**config.mk**
```make
export PLATFORM = sky130hd
export DESIGN_NAME = dly_ld_sequencer_flat
export DESIGN_NICKNAME = d
export VERILOG_FILES = /design/src/rtl/dly_ld_sequencer_pkg.sv /design/src/rtl/dly_ld_sequencer_if.sv /design/src/rtl/dly_ld_sequencer.sv /design/src/flat_wrapper.sv
export SDC_FILE = /design/constraint.sdc
export NUM_CORES = 1
export LEC_CHECK = 0
export CAP_MARGIN = 20
export CELL_PAD_IN_SITES_DETAIL_PLACEMENT = 2
export CELL_PAD_IN_SITES_GLOBAL_PLACEMENT = 2
export CORE_MARGIN = 5
export CORE_UTILIZATION = 27
export DETAILED_ROUTE_END_ITERATION = 12
export PLACE_DENSITY_LB_ADDON = 0.08
export SYNTH_ARGS = -nofsm -noshare
export SYNTH_HDL_FRONTEND = slang
export SYNTH_SLANG_ARGS = --single-unit
```
**constraint.sdc**
```tcl
create_clock -name clk -period 2.24 [get_ports clk]
set_clock_uncertainty 0.2 [all_clocks]
set_input_delay 0.336 -clock clk [delete_from_list [all_inputs] [get_ports clk]]
set_output_delay 0.336 -clock clk [all_outputs]
set_load 0.01 [all_outputs]
```
**src/rtl/dly_ld_sequencer_pkg.sv**
```systemverilog
// Shared constants and state encoding for the delay-load sequencer.
// The helper turns a cycle count into the matching down-counter load value.
package dly_seq_pkg;

   localparam int DLY_W = 8;

   localparam logic DIR_ODELAY = 1'b0;
   localparam logic DIR_IDELAY = 1'b1;

   typedef enum logic [2:0] {
      IDLE   = 3'd0,
      SET    = 3'd1,
      GAP    = 3'd2,
      APPLY  = 3'd3,
      SETTLE = 3'd4
   } state_t;

   // The counter hits zero in the last cycle of a timed state, so it loads count-1.
   function automatic logic [3:0] cnt_load(input int cycles);
      logic [3:0] val;
      val = '0;
      if (cycles > 1) begin
         val = 4'(cycles - 1);
      end
      return val;
   endfunction

endpackage

```
**src/rtl/dly_ld_sequencer_if.sv**
```systemverilog
// Request channel into the sequencer: valid/ready handshake plus the command fields.
// The master drives commands; the sequencer owns req_ready.
interface dly_ld_sequencer_if
   import dly_seq_pkg::*;
#(
   parameter int LANE_W = 4
) ();

   logic              req_valid;
   logic              req_ready;
   logic              req_apply;
   logic              req_dir;
   logic [LANE_W-1:0] req_lane;
   logic [DLY_W-1:0]  req_delay;

   modport master (
      output req_valid,
      output req_apply,
      output req_dir,
      output req_lane,
      output req_delay,
      input  req_ready
   );

   modport slave (
      input  req_valid,
      input  req_apply,
      input  req_dir,
      input  req_lane,
      input  req_delay,
      output req_ready
   );

endinterface

```
**src/rtl/dly_ld_sequencer.sv**
```systemverilog
// Sequences two-step (set, then ld) delay programming for a byte lane of I/O cells.
// Sets are issued one lane at a time; an apply pulses ld on every pending lane at once.
module dly_ld_sequencer
   import dly_seq_pkg::*;
#(
   parameter int NUM_LANES    = 9,
   parameter int LANE_W       = 4,
   parameter int SET_GAP      = 1,
   parameter int APPLY_SETTLE = 4
) (
   input  logic                 clk,
   input  logic                 rst_n,
   dly_ld_sequencer_if.slave    req,
   output logic [DLY_W-1:0]     dly_data,
   output logic [NUM_LANES-1:0] set_odelay,
   output logic [NUM_LANES-1:0] set_idelay,
   output logic [NUM_LANES-1:0] ld_odelay,
   output logic [NUM_LANES-1:0] ld_idelay,
   output logic [NUM_LANES-1:0] pend_odelay,
   output logic [NUM_LANES-1:0] pend_idelay,
   output logic                 busy,
   output logic                 done,
   output logic                 err_lane
);

   localparam logic [LANE_W:0] LANE_LIM    = (LANE_W + 1)'(NUM_LANES);
   localparam logic [3:0]      GAP_LOAD    = cnt_load(SET_GAP);
   localparam logic [3:0]      SETTLE_LOAD = cnt_load(APPLY_SETTLE);

   state_t                state_q, state_d;
   logic [3:0]            cnt_q, cnt_d;
   logic [LANE_W-1:0]     lane_q, lane_d;
   logic                  dir_q, dir_d;
   logic [DLY_W-1:0]      dly_q, dly_d;
   logic [NUM_LANES-1:0]  set_o_q, set_o_d;
   logic [NUM_LANES-1:0]  set_i_q, set_i_d;
   logic [NUM_LANES-1:0]  ld_o_q, ld_o_d;
   logic [NUM_LANES-1:0]  ld_i_q, ld_i_d;
   logic [NUM_LANES-1:0]  pend_o_q, pend_o_d;
   logic [NUM_LANES-1:0]  pend_i_q, pend_i_d;
   logic                  ready_q, ready_d;
   logic                  busy_q, busy_d;
   logic                  done_q, done_d;
   logic                  err_q, err_d;

   logic [NUM_LANES-1:0]  req_hot;
   logic [NUM_LANES-1:0]  cap_hot;
   logic                  accept;
   logic                  lane_ok;

   // req_hot drives the set pulse; cap_hot marks the captured lane pending one cycle later.
   generate
      for (genvar gi = 0; gi < NUM_LANES; gi++) begin : g_hot
         assign req_hot[gi] = (req.req_lane == LANE_W'(gi));
         assign cap_hot[gi] = (lane_q == LANE_W'(gi));
      end
   endgenerate

   assign accept  = req.req_valid & ready_q;
   assign lane_ok = ({1'b0, req.req_lane} < LANE_LIM);

   always_comb begin
      state_d  = state_q;
      cnt_d    = cnt_q;
      lane_d   = lane_q;
      dir_d    = dir_q;
      dly_d    = dly_q;
      set_o_d  = '0;
      set_i_d  = '0;
      ld_o_d   = '0;
      ld_i_d   = '0;
      pend_o_d = pend_o_q;
      pend_i_d = pend_i_q;
      err_d    = 1'b0;

      case (state_q)
         IDLE: begin
            if (accept) begin
               if (req.req_apply) begin
                  ld_o_d  = pend_o_q;
                  ld_i_d  = pend_i_q;
                  state_d = APPLY;
               end else if (lane_ok) begin
                  lane_d  = req.req_lane;
                  dir_d   = req.req_dir;
                  dly_d   = req.req_delay;
                  state_d = SET;
                  if (req.req_dir == DIR_IDELAY) begin
                     set_i_d = req_hot;
                  end else begin
                     set_o_d = req_hot;
                  end
               end else begin
                  err_d = 1'b1;
               end
            end
         end

         SET: begin
            if (dir_q == DIR_IDELAY) begin
               pend_i_d = pend_i_q | cap_hot;
            end else begin
               pend_o_d = pend_o_q | cap_hot;
            end
            if (SET_GAP > 0) begin
               state_d = GAP;
               cnt_d   = GAP_LOAD;
            end else begin
               state_d = IDLE;
            end
         end

         GAP: begin
            if (cnt_q == 4'd0) begin
               state_d = IDLE;
            end else begin
               cnt_d = cnt_q - 4'd1;
            end
         end

         APPLY: begin
            pend_o_d = '0;
            pend_i_d = '0;
            state_d  = SETTLE;
            cnt_d    = SETTLE_LOAD;
         end

         SETTLE: begin
            if (cnt_q == 4'd0) begin
               state_d = IDLE;
            end else begin
               cnt_d = cnt_q - 4'd1;
            end
         end

         default: begin
            state_d = IDLE;
         end
      endcase

      // Status flags are registered from the next state so they line up with it.
      ready_d = (state_d == IDLE);
      busy_d  = (state_d != IDLE);
      done_d  = (state_d == SETTLE) && (cnt_d == 4'd0);
   end

   always_ff @(posedge clk) begin
      if (!rst_n) begin
         state_q  <= IDLE;
         cnt_q    <= '0;
         lane_q   <= '0;
         dir_q    <= DIR_ODELAY;
         dly_q    <= '0;
         set_o_q  <= '0;
         set_i_q  <= '0;
         ld_o_q   <= '0;
         ld_i_q   <= '0;
         pend_o_q <= '0;
         pend_i_q <= '0;
         ready_q  <= 1'b0;
         busy_q   <= 1'b0;
         done_q   <= 1'b0;
         err_q    <= 1'b0;
      end else begin
         state_q  <= state_d;
         cnt_q    <= cnt_d;
         lane_q   <= lane_d;
         dir_q    <= dir_d;
         dly_q    <= dly_d;
         set_o_q  <= set_o_d;
         set_i_q  <= set_i_d;
         ld_o_q   <= ld_o_d;
         ld_i_q   <= ld_i_d;
         pend_o_q <= pend_o_d;
         pend_i_q <= pend_i_d;
         ready_q  <= ready_d;
         busy_q   <= busy_d;
         done_q   <= done_d;
         err_q    <= err_d;
      end
   end

   assign req.req_ready = ready_q;
   assign dly_data      = dly_q;
   assign set_odelay    = set_o_q;
   assign set_idelay    = set_i_q;
   assign ld_odelay     = ld_o_q;
   assign ld_idelay     = ld_i_q;
   assign pend_odelay   = pend_o_q;
   assign pend_idelay   = pend_i_q;
   assign busy          = busy_q;
   assign done          = done_q;
   assign err_lane      = err_q;

endmodule

```
**src/flat_wrapper.sv**
```systemverilog
// flat-port wrapper written by rule: the top's interface ports become plain ports
module dly_ld_sequencer_flat import dly_seq_pkg::*;
#(
   parameter int NUM_LANES    = 9,
   parameter int LANE_W       = 4,
   parameter int SET_GAP      = 1,
   parameter int APPLY_SETTLE = 4
)
  (clk, rst_n, dly_data, set_odelay, set_idelay, ld_odelay, ld_idelay, pend_odelay, pend_idelay, busy, done, err_lane, req_req_valid, req_req_apply, req_req_dir, req_req_lane, req_req_delay, req_req_ready);
  dly_ld_sequencer_if #(.LANE_W(LANE_W)) req_i ();
  input  logic clk;
  input  logic rst_n;
  output logic [DLY_W-1:0] dly_data;
  output logic [NUM_LANES-1:0] set_odelay;
  output logic [NUM_LANES-1:0] set_idelay;
  output logic [NUM_LANES-1:0] ld_odelay;
  output logic [NUM_LANES-1:0] ld_idelay;
  output logic [NUM_LANES-1:0] pend_odelay;
  output logic [NUM_LANES-1:0] pend_idelay;
  output logic busy;
  output logic done;
  output logic err_lane;
  input wire logic [$bits(req_i.req_valid)-1:0] req_req_valid;
  input wire logic [$bits(req_i.req_apply)-1:0] req_req_apply;
  input wire logic [$bits(req_i.req_dir)-1:0] req_req_dir;
  input wire logic [$bits(req_i.req_lane)-1:0] req_req_lane;
  input wire logic [$bits(req_i.req_delay)-1:0] req_req_delay;
  output wire logic [$bits(req_i.req_ready)-1:0] req_req_ready;
  assign req_i.req_valid = req_req_valid;
  assign req_i.req_apply = req_req_apply;
  assign req_i.req_dir = req_req_dir;
  assign req_i.req_lane = req_req_lane;
  assign req_i.req_delay = req_req_delay;
  assign req_req_ready = req_i.req_ready;
  dly_ld_sequencer #(.NUM_LANES(NUM_LANES), .LANE_W(LANE_W), .SET_GAP(SET_GAP), .APPLY_SETTLE(APPLY_SETTLE)) u_core (.clk(clk), .rst_n(rst_n), .req(req_i), .dly_data(dly_data), .set_odelay(set_odelay), .set_idelay(set_idelay), .ld_odelay(ld_odelay), .ld_idelay(ld_idelay), .pend_odelay(pend_odelay), .pend_idelay(pend_idelay), .busy(busy), .done(done), .err_lane(err_lane));
endmodule
```
==> impl_metrics.xml <==
<?xml version="1.0" encoding="UTF-8"?>
<metrics>
  <group name="route">
    <metric name="routed_via_density" unit="">4.588</metric>
    <metric name="drt.antenna.violating_nets" unit="">0</metric>
    <metric name="highest-signal-layer" unit="">met4</metric>
    <metric name="m1WireLength" unit="um">3730</metric>
    <metric name="met2_length" unit="um">3863</metric>
    <metric name="initialDrtViolationCount" unit="">42</metric>
    <metric name="route.detailed.wl_per_inst" unit="um">15.39</metric>
    <metric name="drcViolationCount" unit="">0</metric>
    <metric name="detailed_router_iteration_count_before_antenna_repair" unit="">4</metric>
    <metric name="wl_met3" unit="um">489</metric>
    <metric name="finalWirelength" unit="um">8143</metric>
    <metric name="vias" unit="">2427</metric>
  </group>
  <group name="sta">
    <metric name="slew_headroom" unit="%">64.36</metric>
    <metric name="drv_slew" unit="">0</metric>
    <metric name="timing.final.crit_share" unit="%">90.13</metric>
    <metric name="hold-worst-slack" unit="ps">263.5</metric>
    <metric name="min_period" unit="ps">2019</metric>
    <metric name="timing_worst_slew_pin_value" unit="ps">530.6</metric>
    <metric name="timing.final.setup_violations" unit="">0</metric>
    <metric name="max_freq" unit="MHz">495.3</metric>
    <metric name="grt_setup_unrepaired" unit="">no</metric>
    <metric name="totalNegativeSetupSlack" unit="ps">0</metric>
    <metric name="report.final.hold_viol_count" unit="">0</metric>
  </group>
  <group name="power_and_ir_drop">
    <metric name="powerDensity" unit="nW/um^2">668.2</metric>
    <metric name="overall_power_consumption" unit="mW">2.707</metric>
    <metric name="ir_worst_vdd" unit="mV">0.2823</metric>
    <metric name="static_leakage" unit="nW">1.446</metric>
  </group>
  <group name="setup_path">
    <metric name="cp_cell_sequence" unit="">inv_1 &gt; ha_1 &gt; or3b_4 &gt; a22oi_1 &gt; o211ai_1 &gt; and2_1</metric>
    <metric name="worst_path_largest_cell_delay" unit="ps">460</metric>
    <metric name="data_arrival_time_at_the_worst_slack_endpoint" unit="ps">2050</metric>
    <metric name="cp_slowest_cell" unit="">or3b_4</metric>
    <metric name="cp-end-kind" unit="">register</metric>
    <metric name="cp-start-kind" unit="">register</metric>
    <metric name="timing.critical_path.fanout_max" unit="">6</metric>
    <metric name="worst-setup-path-type" unit="">reg -&gt; reg</metric>
    <metric name="cp.required" unit="ps">2280</metric>
  </group>
  <group name="status">
    <metric name="status" unit="">finished, final reports clean</metric>
  </group>
  <group name="cells_and_area">
    <metric name="instances_no_fill" unit="">529</metric>
    <metric name="num_antenna_cells" unit="">0</metric>
    <metric name="num-nets-final" unit="">407</metric>
    <metric name="flow.area_growth_from_synthesis" unit="%">46.65</metric>
    <metric name="fillers" unit="">1113</metric>
    <metric name="multi_input_gate_area_in_the_final_layout" unit="um^2">1114</metric>
    <metric name="post_route_cells_drive_above_1_share" unit="%">9.669</metric>
    <metric name="seq_area" unit="um^2">1562</metric>
    <metric name="post-route-cell-area" unit="um^2">4051</metric>
  </group>
  <group name="global_route">
    <metric name="antenna_found_initial" unit="">0</metric>
    <metric name="grt_util_all_layers" unit="%">13.64</metric>
    <metric name="grt_pass1_wl" unit="um">13790</metric>
    <metric name="first_global_vias" unit="">2657</metric>
    <metric name="grt_max_degree" unit="">28</metric>
    <metric name="grt_overflow" unit="">0</metric>
  </group>
  <group name="clocking">
    <metric name="max-clock-path-buffers" unit="">2</metric>
    <metric name="root_buffer" unit="">clkbuf_8</metric>
    <metric name="post-cts-setup-buffers" unit="">0</metric>
    <metric name="clk_latency_worst_skew_pair" unit="ps">340</metric>
    <metric name="tritoncts.num_buffers" unit="">9</metric>
    <metric name="clock_sinks" unit="">78</metric>
    <metric name="clk_pin_slew_worst_paths" unit="ps">80</metric>
    <metric name="cts.htree.levels" unit="">3</metric>
    <metric name="tritoncts_clock_tree" unit="">done</metric>
  </group>
  <group name="yosys">
    <metric name="synth_top_cells_by_area" unit="">dfxtp_1 (57%), nor2_1 (5.8%), and2_1 (4.5%)</metric>
    <metric name="ys.flop_type" unit="">dfxtp_1</metric>
    <metric name="yosysSeqAreaShare" unit="%">56.52</metric>
    <metric name="post_synth_num_cell_types" unit="">39</metric>
    <metric name="synth_area" unit="um^2">2763</metric>
    <metric name="synth_seq_cells" unit="">78</metric>
    <metric name="synth.top_cell.area_share" unit="%">56.52</metric>
    <metric name="most_frequent_cell_after_synthesis" unit="">dfxtp_1</metric>
    <metric name="yosysWarningCount" unit="">0</metric>
    <metric name="synthDominantAreaCellType" unit="">dfxtp_1</metric>
    <metric name="netlist_instances" unit="">295</metric>
    <metric name="synth_cell_count_leaders" unit="">dfxtp_1 (78), nor2_1 (43), and2_1 (20), nand2_1 (18), a21oi_1 (16)</metric>
    <metric name="synthArstFlopShare" unit="%">0</metric>
    <metric name="synth_area_per_cell" unit="um^2">9.365</metric>
    <metric name="synth_enable_flop_cells" unit="">0</metric>
    <metric name="postSynthNetCount" unit="">313</metric>
  </group>
  <group name="floorplan">
    <metric name="design.die.area" unit="um^2">12360</metric>
    <metric name="rows" unit="">37</metric>
    <metric name="fp.coreArea" unit="um^2">10140</metric>
    <metric name="floorplan.io_pins" unit="">83</metric>
    <metric name="die_extent_in_x" unit="um">111.2</metric>
    <metric name="die_y" unit="um">111.2</metric>
    <metric name="initial_cell_density_of_the_core" unit="%">27.25</metric>
  </group>
  <group name="flow_run">
    <metric name="cap_violations" unit="">0</metric>
  </group>
  <group name="placed_design">
    <metric name="placed_cells_incl_taps" unit="">514</metric>
    <metric name="portBuffers" unit="">82</metric>
    <metric name="gp_routability_congestion" unit="">0.7690</metric>
    <metric name="hpwlAfterDp" unit="um">6052</metric>
    <metric name="place_area" unit="um^2">3839</metric>
  </group>
  <group name="hold_path">
    <metric name="hold_class" unit="">reg -&gt; reg</metric>
  </group>
</metrics>
state kept, by name, summed over array words and instances (netlist names), 4 cells and up:
register            count
u_core.ld_idelay        9
u_core.ld_odelay        9
u_core.pend_idelay      9
u_core.pend_odelay      9
u_core.set_idelay       9
u_core.set_odelay       9
u_core.dly_data         8
u_core.cnt_q            4
u_core.lane_q           4
stage by stage:
| step | setup slack [ps] | util, % |
|---|---|---|
| 4_1_cts | 99.84 | 39.87 |
| 2_1_floorplan | 298.6 | - |
| 5_1_grt | 62.81 | 39.96 |
| 3_3_place_gp | 31.84 | 37.86 |
| 6_report | 221.0 | 39.96 |
| 3_5_place_dp | 4.547 | 37.86 |
path summary, 6_finish.rpt:
| check | startpoint | end | slack, ps | cells after the start |
|---|---|---|---|---|
| min | u_core.dly_data[2]$_SDFFE_PN0P_ | u_core.dly_data[2]$_SDFFE_PN0P_ | 260 | 2 |
| max | u_core.cnt_q[0]$_SDFF_PN0_ | u_core.busy$_SDFF_PN0_ | 220 | 6 |
| max reg2reg | u_core.cnt_q[0]$_SDFF_PN0_ | u_core.busy$_SDFF_PN0_ | 220 | 6 |
| min reg2reg | u_core.dly_data[2]$_SDFFE_PN0P_ | u_core.dly_data[2]$_SDFFE_PN0P_ | 260 | 2 |
power breakdown:
group          switching [mW]  internal (mW)  leakage, nW  total [mW]
logic                  0.0898         0.0839        0.717       0.174
clock network           0.500          0.621       0.0994        1.12
registers              0.0145           1.40        0.629        1.41
metal layers:
metal  GRT usage, %  up-vias
li1               -     1201
met1          17.06     1166
met2          22.41       55
met3          5.076        5
met4          3.163        0
met5              0        -
critical path, delay by kind of cell (launching register included):
family	cells	cell delay (ps)
AND/OR/NAND/NOR	2	640
buffers and inverters	1	100
adder cells (fa/ha/maj)	1	250
flip-flops	1	340
AO/OA/AOI/OAI	2	390
cell type report:
cell class / instances / share of cell area [%]
Tap cell: 136 / 4.200
Clock buffer: 11 / 3.243
Timing Repair Buffer: 100 / 23.90
Sequential cell: 78 / 38.54
Inverter: 9 / 0.8338
Clock inverter: 4 / 1.791
Multi-Input combinational cell: 191 / 27.49
what timing repair did:
| action | in CTS | in global routing |
|---|---|---|
| endpoints found under the setup margin | 0 | 3 |
| gates resized for setup | 0 | 2 |
| hold buffers | 0 | 0 |
logic make-up after synthesis:
kind of cell               after synthesis  synth area share (%)
and+or+nand+nor                        138                 27.58
DFF                                     78                 56.52
AOI/OAI and AO/OA                       52                 11.64
buffers and inverters                   26                 3.804
adders and majority gates                1                0.4528
cell usage in the layout (no fill, tap or decap), types with 2 or more instances in the layout:
master | netlist | final
nor2b_1 | 6 | 6
a31oi_1 | 7 | 7
o211ai_1 | 2 | 2
a21oi_1 | 16 | 16
and2_1 | 20 | 20
dfxtp_1 | 78 | 78
o2111ai_1 | 2 | 2
nor3_1 | 12 | 12
nand2b_1 | 4 | 4
nand3_1 | 15 | 15
clkdlybuf4s50_1 | 0 | 82
nor2_1 | 43 | 43
nor4_1 | 2 | 2
nand2_1 | 18 | 18
nor3b_1 | 3 | 3
nand4bb_1 | 3 | 3
or3_1 | 3 | 3
o21ai_0 | 12 | 12
clkbuf_1 | 11 | 2
buf_4 | 0 | 17
inv_1 | 9 | 9
bufinv_16 | 0 | 2
clkbuf_8 | 0 | 9
a41oi_1 | 2 | 2
o31ai_1 | 2 | 2
o21a_1 | 2 | 2
No activity file was read; power rests on OpenSTA's default activity.
